[src/rtl/buzzer_pkg.sv]
// Shared definitions for the buzzer path: melody ROM word layout, sequencer
// state encoding and the note-index constants understood by buzzer_ctrl.
package buzzer_pkg;

    localparam int ROM_W     = 8;
    localparam int REST_BIT  = 7;
    localparam int PITCH_LSB = 3;
    localparam int PITCH_W   = 4;
    localparam int DUR_LSB   = 0;
    localparam int DUR_W     = 3;

    localparam logic [ROM_W-1:0] END_CODE = 8'hFF;

    typedef enum logic [1:0] {
        ST_IDLE  = 2'd0,
        ST_FETCH = 2'd1,
        ST_PLAY  = 2'd2,
        ST_GAP   = 2'd3
    } seq_state_e;

    typedef logic [PITCH_W-1:0] note_t;

    localparam note_t NOTE_C4 = 4'd0,  NOTE_CS4 = 4'd1,  NOTE_D4 = 4'd2,  NOTE_DS4 = 4'd3;
    localparam note_t NOTE_E4 = 4'd4,  NOTE_F4  = 4'd5,  NOTE_FS4 = 4'd6, NOTE_G4  = 4'd7;
    localparam note_t NOTE_GS4 = 4'd8, NOTE_A4  = 4'd9,  NOTE_AS4 = 4'd10, NOTE_B4 = 4'd11;
    localparam note_t NOTE_C5 = 4'd12, NOTE_CS5 = 4'd13, NOTE_D5 = 4'd14, NOTE_DS5 = 4'd15;

    function automatic logic is_end(input logic [ROM_W-1:0] w);
        return w == END_CODE;
    endfunction

endpackage

[src/rtl/melody_sequencer_if.sv]
// Control/status bundle between the button logic, the sequencer and buzzer_ctrl.
interface melody_sequencer_if
    import buzzer_pkg::*;
#(
    parameter int IDX_W = 5
);
    logic             start;
    logic             stop;
    note_t            data;
    logic             sound_on;
    logic             busy;
    logic [IDX_W-1:0] note_idx;

    modport master (input start, stop, output data, sound_on, busy, note_idx);
    modport slave  (output start, stop, input data, sound_on, busy, note_idx);
endinterface

[src/rtl/melody_rom.sv]
// LEN x 8 melody ROM with a registered read port; contents come from INIT
// (entry 0 in the least significant byte).
module melody_rom
    import buzzer_pkg::*;
#(
    parameter int                         LEN   = 32,
    parameter int                         IDX_W = 5,
    parameter logic [LEN-1:0][ROM_W-1:0]  INIT  = '1
) (
    input  logic             clk,
    input  logic [IDX_W-1:0] addr,
    output logic [ROM_W-1:0] rdata
);
    logic [ROM_W-1:0] rdata_q;

    always_ff @(posedge clk) begin
        rdata_q <= INIT[addr];
    end

    assign rdata = rdata_q;
endmodule

[src/rtl/melody_sequencer.sv]
// Steps through the melody ROM, drives buzzer_ctrl's note index and keeps a
// mirror of its on/off switch so every state change is one toggle pulse.
module melody_sequencer
    import buzzer_pkg::*;
#(
    parameter int                        TICK_DIV = 3_125_000,
    parameter int                        GAP_CLKS = 250_000,
    parameter int                        LEN      = 32,
    parameter bit                        LOOP     = 1'b0,
    parameter logic [LEN-1:0][ROM_W-1:0] ROM_INIT = '1
) (
    input  logic          FPGA_CLK,
    input  logic          rst_n,
    melody_sequencer_if.master bus
);
    localparam int IDX_W = (LEN > 1) ? $clog2(LEN) : 1;
    localparam int TW    = (TICK_DIV > 1) ? $clog2(TICK_DIV) : 1;
    localparam int GW    = (GAP_CLKS > 1) ? $clog2(GAP_CLKS) : 1;

    seq_state_e       state_q, state_d;
    logic [IDX_W-1:0] addr_q, addr_d;
    logic [TW-1:0]    tick_q, tick_d;
    logic [GW-1:0]    gap_q, gap_d;
    logic [DUR_W-1:0] dur_cnt_q, dur_cnt_d, dur_q, dur_d;
    logic             rest_q, rest_d;
    note_t            data_q, data_d;
    logic             snd_q, snd_d, sound_on_q, sound_on_d, busy_q, busy_d;
    logic [ROM_W-1:0] rom_word;
    logic             tick, want;

    // Addressed by addr_d so the word is already registered when FETCH runs.
    melody_rom #(.LEN(LEN), .IDX_W(IDX_W), .INIT(ROM_INIT)) u_rom (
        .clk(FPGA_CLK), .addr(addr_d), .rdata(rom_word)
    );

    always_comb begin
        state_d   = state_q;
        addr_d    = addr_q;
        tick_d    = tick_q;
        gap_d     = gap_q;
        dur_cnt_d = dur_cnt_q;
        dur_d     = dur_q;
        rest_d    = rest_q;
        data_d    = data_q;
        tick      = (tick_q == TW'(TICK_DIV - 1));
        if (bus.stop) begin
            state_d = ST_IDLE;
        end else if (bus.start) begin
            state_d = ST_FETCH;
            addr_d  = '0;
        end else begin
            case (state_q)
                ST_FETCH: begin
                    if (is_end(rom_word)) begin
                        if (LOOP) addr_d = '0;
                        else      state_d = ST_IDLE;
                    end else begin
                        data_d    = rom_word[PITCH_LSB +: PITCH_W];
                        rest_d    = rom_word[REST_BIT];
                        dur_d     = rom_word[DUR_LSB +: DUR_W];
                        tick_d    = '0;
                        dur_cnt_d = '0;
                        state_d   = ST_PLAY;
                    end
                end
                ST_PLAY: begin
                    tick_d = tick ? '0 : tick_q + 1'b1;
                    if (tick) begin
                        dur_cnt_d = dur_cnt_q + 1'b1;
                        if (dur_cnt_q == dur_q) begin
                            // The last address acts as an implicit END marker.
                            if (addr_q == IDX_W'(LEN - 1)) begin
                                if (LOOP) begin
                                    addr_d  = '0;
                                    state_d = ST_FETCH;
                                end else begin
                                    state_d = ST_IDLE;
                                end
                            end else if (GAP_CLKS == 0) begin
                                addr_d  = addr_q + 1'b1;
                                state_d = ST_FETCH;
                            end else begin
                                gap_d   = '0;
                                state_d = ST_GAP;
                            end
                        end
                    end
                end
                ST_GAP: begin
                    gap_d = gap_q + 1'b1;
                    if (gap_q == GW'(GAP_CLKS - 1)) begin
                        addr_d  = addr_q + 1'b1;
                        state_d = ST_FETCH;
                    end
                end
                default: ;
            endcase
        end

        // FETCH keeps the current switch state so restarts and legato don't blip.
        case (state_d)
            ST_PLAY:  want = ~rest_d;
            ST_FETCH: want = snd_q;
            default:  want = 1'b0;
        endcase
        sound_on_d = (want != snd_q) && !sound_on_q;
        snd_d      = snd_q ^ sound_on_d;
        busy_d     = (state_d != ST_IDLE);
    end

    always_ff @(posedge FPGA_CLK) begin
        if (!rst_n) begin
            state_q    <= ST_IDLE;
            addr_q     <= '0;
            tick_q     <= '0;
            gap_q      <= '0;
            dur_cnt_q  <= '0;
            dur_q      <= '0;
            rest_q     <= 1'b0;
            data_q     <= '0;
            snd_q      <= 1'b0;
            sound_on_q <= 1'b0;
            busy_q     <= 1'b0;
        end else begin
            state_q    <= state_d;
            addr_q     <= addr_d;
            tick_q     <= tick_d;
            gap_q      <= gap_d;
            dur_cnt_q  <= dur_cnt_d;
            dur_q      <= dur_d;
            rest_q     <= rest_d;
            data_q     <= data_d;
            snd_q      <= snd_d;
            sound_on_q <= sound_on_d;
            busy_q     <= busy_d;
        end
    end

    assign bus.data     = data_q;
    assign bus.sound_on = sound_on_q;
    assign bus.busy     = busy_q;
    assign bus.note_idx = addr_q;
endmodule

[src/flat_wrapper.sv]
// flat-port wrapper written by rule: the top's interface ports become plain ports
module melody_sequencer_flat import buzzer_pkg::*;
#(
    parameter int                        TICK_DIV = 3_125_000,
    parameter int                        GAP_CLKS = 250_000,
    parameter int                        LEN      = 32,
    parameter bit                        LOOP     = 1'b0,
    parameter logic [LEN-1:0][ROM_W-1:0] ROM_INIT = '1
)
  (FPGA_CLK, rst_n, bus_start, bus_stop, bus_data, bus_sound_on, bus_busy, bus_note_idx);
  melody_sequencer_if #(.IDX_W(5)) bus_i ();
  input  logic FPGA_CLK;
  input  logic rst_n;
  input wire logic [$bits(bus_i.start)-1:0] bus_start;
  input wire logic [$bits(bus_i.stop)-1:0] bus_stop;
  output wire logic [$bits(bus_i.data)-1:0] bus_data;
  output wire logic [$bits(bus_i.sound_on)-1:0] bus_sound_on;
  output wire logic [$bits(bus_i.busy)-1:0] bus_busy;
  output wire logic [$bits(bus_i.note_idx)-1:0] bus_note_idx;
  assign bus_i.start = bus_start;
  assign bus_i.stop = bus_stop;
  assign bus_data = bus_i.data;
  assign bus_sound_on = bus_i.sound_on;
  assign bus_busy = bus_i.busy;
  assign bus_note_idx = bus_i.note_idx;
  melody_sequencer #(.TICK_DIV(TICK_DIV), .GAP_CLKS(GAP_CLKS), .LEN(LEN), .LOOP(LOOP), .ROM_INIT(ROM_INIT)) u_core (.FPGA_CLK(FPGA_CLK), .rst_n(rst_n), .bus(bus_i));
endmodule
[config.mk]
export PLATFORM = sky130hd
export DESIGN_NAME = melody_sequencer_flat
export DESIGN_NICKNAME = d
export VERILOG_FILES = /design/src/rtl/buzzer_pkg.sv /design/src/rtl/melody_sequencer_if.sv /design/src/rtl/melody_rom.sv /design/src/rtl/melody_sequencer.sv /design/src/flat_wrapper.sv
export SDC_FILE = /design/constraint.sdc
export NUM_CORES = 1
export LEC_CHECK = 0
export ABC_AREA = 1
export ABC_CLOCK_PERIOD_IN_PS = 3380
export BUFFER_PORTS_ARGS = -buffer_cell sky130_fd_sc_hd__buf_4
export CAP_MARGIN = 20
export CORE_UTILIZATION = 50
export DETAILED_ROUTE_END_ITERATION = 10
export PLACE_DENSITY_LB_ADDON = 0.12
export RECOVER_POWER = 50
export SYNTH_ARGS = -nofsm -noshare
export SYNTH_HDL_FRONTEND = slang
export SYNTH_SLANG_ARGS = --single-unit
[constraint.sdc]
create_clock -name FPGA_CLK -period 3.38 [get_ports FPGA_CLK]
set_clock_uncertainty 0.1 [all_clocks]
set_input_delay 0.676 -clock FPGA_CLK [delete_from_list [all_inputs] [get_ports FPGA_CLK]]
set_output_delay 0.676 -clock FPGA_CLK [all_outputs]
set_load 0.005 [all_outputs]
# Word-level counts from Yosys, hierarchy flattened
# Memories as Yosys holds them, arrays and structs flattened. A register that Yosys moved wholly into a read port is not among the register bits.
# Index checks and enable logic that the tools add are counted.
# word_totals
regBits	61
rom_bits	256
out_inout_bits	11
wordCells	72
n_memories	1
# op_classes
n_addsub	4
eq_ne	15
mux	27
bitwise_logic	5
n_reduce_logical	9
# memory_table
name	words	width	read_ports	rd_clocked_by_memory_dff	write_ports	line_no	source
(no name shown)	32	8	1	1	0	melody_rom.sv:17	rdata_q <= INIT[addr];
# op_table
operator	n
18-bit 2-to-1 mux	3
22-bit 2-to-1 mux	2
22-bit one-hot mux with 2 select lines	1
18-bit one-hot mux with 2 select lines	1
22-bit by 1-bit adder with 22-bit output (second input constant)	1
22-bit == test (second input constant)	1
5-bit 2-to-1 mux	4
18-bit by 1-bit adder with 18-bit output (second input constant)	1
18-bit == test (second input constant)	1
2-bit 2-to-1 mux	7
8-bit == test (second input constant)	1
4-bit AND reduction	2
2-bit == test (second input constant)	3
3-bit 2-to-1 mux	2
2-bit one-hot mux with 3 select lines	1
3-bit one-hot mux with 2 select lines	1
6-bit AND reduction	1
2-bit nonzero test	3
5-bit by 1-bit adder with 5-bit output (second input constant)	1
5-bit == test (second input constant)	1
5-bit AND reduction	1
2-bit by 1-bit == test with 1-bit output (second input constant)	2
1-bit 2-to-1 mux	4
2-bit by 1-bit inequality test with 1-bit output (second input constant)	2
9 further kinds	13

# Logic depth before layout (Yosys ltp)
# logic_depth
word_depth	12
mapped_depth	19
mapped_depth_nobuf	19

# Hierarchy
# From an unflattened synthesis, not the netlist that was laid out.
# hier_totals
cells_unflattened	529
area_unflattened_um2	3590.9
# by_module_without_submodules
mod	instances	cells_per_inst	area_each_um2
melody_sequencer	1	520	3527.1
melody_rom	1	9	63.8

# Worst setup path after synthesis
# OpenSTA, ideal clock, no wires.
# synth_timing
kind	reg-to-reg
start	reg u_core.addr_q[0] (netlist: u_core.bus.note_idx[0])
end	reg (tool-made name)
setup_time_ps	70
arrival_time_ps	2190
path_slack_ps	1019
stages_incl_launch_ff	19
n_path_buf	0
synth_period_minus_slack_ps	2361
cell_sequence	dfxtp_1 -> ha_1 -> and3_1 -> ha_1 -> inv_1 -> nand2_1 -> o21ai_0 -> nand4_1 -> nand3_1 -> nand2_1 -> nand2_1 -> nand2_1 -> inv_1 -> ha_1 -> nand2_1 -> nand2_1 -> nand2_1 -> or2_2 -> a21oi_1
# synth_lines
item	line_no	source
from (decl)	melody_sequencer.sv:21	logic [IDX_W-1:0] addr_q, addr_d;
from (signal assigned)	melody_sequencer.sv:126	addr_q <= addr_d;

# Worst setup path after layout
# layout_timing
start	reg u_core.tick_q[0]
end	reg u_core.tick_q[5]
# layout_between
elab_chain_cells	3
# layout_lines
item	line_no	source
from (decl)	melody_sequencer.sv:22	logic [TW-1:0] tick_q, tick_d;
from (signal assigned)	melody_sequencer.sv:127	tick_q <= tick_d;
22-bit by 1-bit adder with 22-bit output or 22-bit == test (tied branches)	melody_sequencer.sv:67, melody_sequencer.sv:45	
22-bit 2-to-1 mux *	melody_sequencer.sv:67	tick_d = tick ? '0 : tick_q + 1'b1;
22-bit one-hot mux with 2 select lines *	melody_sequencer.sv:52	case (state_q)
# Every way passes the cells marked *; elsewhere a longest branch is shown, timed or not.
# A chain may end at the register's enable or synchronous reset.

==> flow_metrics.env <==
export IMPL_status="completed"
export IMPL_finalPower_mw=1.02
export IMPL_die_area_um2=6840
export IMPL_num_rows=29
export IMPL_clock_sinks=53
export IMPL_cts_repair_resized=0
export IMPL_grt_pass1_wl_um=11700
export IMPL_h_tree_depth=2
export IMPL_place_ws_ns=0.777
export IMPL_nNetsFinal=520
export IMPL_port_buffers=10
export IMPL_multiInputGateArea_um2=1880
export IMPL_clockBufferDepth=2
export IMPL_antenna_found_initial=0
export IMPL_synthSimpleGateAreaFrac_pct=38.2
export IMPL_synth_adder_area_share_pct=5.38
export IMPL_p_leak_nw=1.28
export IMPL_hpwl_um=5080
export IMPL_crit_buf_inv=1
export IMPL_fin_cells=580
export IMPL_cts_tree="yes"
export IMPL_cpMaxStageDelayCell="a21oi_1"
export IMPL_cp_max_fo=16
export IMPL_synthMuxAreaShare_pct=0
export IMPL_yosysSeqAreaShare_pct=32.6
export IMPL_synth_top_family_by_area="simple AND/OR/NAND/NOR gates"
export IMPL_clock_root_buffer="clkbuf_8"
export IMPL_register_area_um2=1060
export IMPL_n_fill_cell=665
export IMPL_synth_edf_count=0
export IMPL_finalWirelength_um=6910
export IMPL_synth_compound_area_share_pct=8.26
export IMPL_critical_path_max_stage_delay_ns=0.61
export IMPL_rsz0062_at_grt="no"
export IMPL_slew_violations=0
export IMPL_ir_drop_v=0.000161
export IMPL_routed_via_density=5.11
export IMPL_synth_seq_cells=53
export IMPL_tns_ns=0
export IMPL_slew_headroom_pct=43.8
export IMPL_ant_nets=0
export IMPL_start_util_pct=51.6
export IMPL_fmax_mhz=385
export IMPL_setup_viol=0
export IMPL_cts_hold_buf=0
export IMPL_yosysWarnings=0
export IMPL_syn_inst=495
export IMPL_antenna_cells=0
export IMPL_start_kind="register"
export IMPL_die_width_um=82.7
export IMPL_path_clk_slew_ns=0.09
export IMPL_final_setup_worst_slack_ns=0.785
export IMPL_drt_iter0_drc=235
export IMPL_timing_final_crit_share_pct=76.8
export IMPL_tightest_slew_ns=0.842
export IMPL_clk_insertion_delay_late_ns=0.31
export IMPL_grt_max_degree=30
export IMPL_synthArstFlopShare_pct=0
export IMPL_crit_top_cell="nand3_1"
export IMPL_p_per_area_nw_per_um2=298
export IMPL_wire_per_inst_um=11.9
export IMPL_grt_usage_pct=22.0
export IMPL_post_cts_setup_buffers=0
export IMPL_dp_cells=572
export IMPL_drive_gt1_share_pct=8.15
export IMPL_die_h_um=82.7
export IMPL_cts_made_buffers=5
export IMPL_drc=0
export IMPL_vias=2963
export IMPL_ys_types=35
export IMPL_hold_class="register to register"
export IMPL_ios=15
export IMPL_grt_pass1_vias=2581
export IMPL_synthFlopType="dfxtp_1"
export IMPL_place_gp_congestion=0.915
export IMPL_required_ns=3.50
export IMPL_arrival_ns=2.72
export IMPL_layout_area_overhead_vs_synth_pct=4.65
export IMPL_final_hold_viol_count=0
export IMPL_grt_overflow_total=0
export IMPL_critPathKind="register to register"
export IMPL_min_period_ns=2.60
export IMPL_syn_area_um2=3260
export IMPL_crit_family="simple AND/OR/NAND/NOR gates"
export IMPL_drv_cap=0
export IMPL_end_kind="register"
export IMPL_firstDrtPassIters=5
export IMPL_core_area_um2=6310
export IMPL_synthXorXnorAreaFrac_pct=6.18
export IMPL_syn_avg_cell_area_um2=6.58
export IMPL_critical_path_cell_chain="ha_1 > nand3_1 > nor2_1 > nand3_1 > nand2_1 > a21oi_1 > inv_1 > nor3b_1"
-- path summary, 6_finish.rpt --
path                                   from  slack [ns]                              to  cells past startpoint
max           u_core.tick_q[0]$_SDFFE_PN0P_        0.78   u_core.tick_q[5]$_SDFFE_PN0P_                      8
min          u_core.bus.sound_on$_SDFF_PN0_        0.37  u_core.bus.sound_on$_SDFF_PN0_                      1
max reg2reg   u_core.tick_q[0]$_SDFFE_PN0P_        0.78   u_core.tick_q[5]$_SDFFE_PN0P_                      8
min reg2reg  u_core.bus.sound_on$_SDFF_PN0_        0.37  u_core.bus.sound_on$_SDFF_PN0_                      1
-- synth_stat cells, drive strengths merged, types with 3 or more instances --
| cell | number | share of area, % |
|---|---|---|
| nand2 | 115 | 14 |
| nor2 | 94 | 12 |
| inv | 55 | 6.3 |
| dfxtp | 53 | 33 |
| nand3 | 44 | 7.1 |
| a21oi | 35 | 6.0 |
| xor2 | 17 | 4.6 |
| ha | 14 | 5.4 |
| nor3 | 14 | 2.2 |
| buf | 11 | 2.5 |
| nand4 | 11 | 2.1 |
| o21ai | 10 | 1.9 |
| xnor2 | 6 | 1.6 |
| clkbuf | 4 | 0.46 |
| or2 | 3 | 0.58 |
-- power by group --
part | internal [mW] | total [mW] | switching [mW]
combinational | 0.0106 | 0.0400 | 0.0294
sequential | 0.626 | 0.627 | 0.00162
clock | 0.148 | 0.350 | 0.202
total | 0.784 | 1.02 | 0.233
-- logic make-up (layout without fill, tap and decap cells) --
family,Yosys count,count (layout)
other,1,4
xor gates and xnor gates,23,23
buffers and inverters,70,75
adders and majority gates,14,14
AOI/OAI and AO/OA,47,47
and+or+nand+nor,287,287
DFF,53,53
-- cell usage in the layout (no fill, tap or decap), drive strengths merged, types with 2 or more instances in the layout --
cell    instances
nor3b           2
xor2           17
nor2           94
conb            4
o21ai          10
nand2         115
nand3          44
xnor2           6
nand4          11
ha             14
nor3           14
dfxtp          53
or2             3
inv            55
clkbuf         16
buf             4
nor4            2
a21oi          35
-- registers in the layout, summed over array words and instances, names as in the netlist, named ones only --
name,count
u_core.state_q,2
u_core.dur_cnt_q,3
u_core.bus.note_idx,5
u_core.tick_q,22
u_core.gap_q,18
u_core.bus.busy,1
u_core.bus.sound_on,1
-- metal layers --
| layer | global-route usage [%] | share of wire (%) | vias to the layer above |
|---|---|---|---|
| met4 | 5.69 | 0.98 | 0 |
| li1 | - | - | 1580 |
| met5 | 0 | 0 | - |
| met1 | 31.0 | 51 | 1310 |
| met3 | 3.41 | 3.8 | 8 |
| met2 | 34.8 | 44 | 65 |
-- stage by stage --
stage	hold WS [ns]	cell area [µm²]	utilization [%]
finish	0.368	3410	54.0
CTS	0.378	3440	54.5
floorplan	0.347	3270	-
global route	0.419	3410	54.0
detailed placement	0.365	3360	53.2
global placement	0.361	3360	53.2
-- final cells by class --
type	count	share of cell area, %
Tap cell	77	2.83
Inverter	55	6.06
Multi-Input combinational cell	375	55.1
Clock buffer	8	2.35
Sequential cell	53	31.1
Timing Repair Buffer	12	2.53
Note: power is estimated with default switching activity, not from simulation.
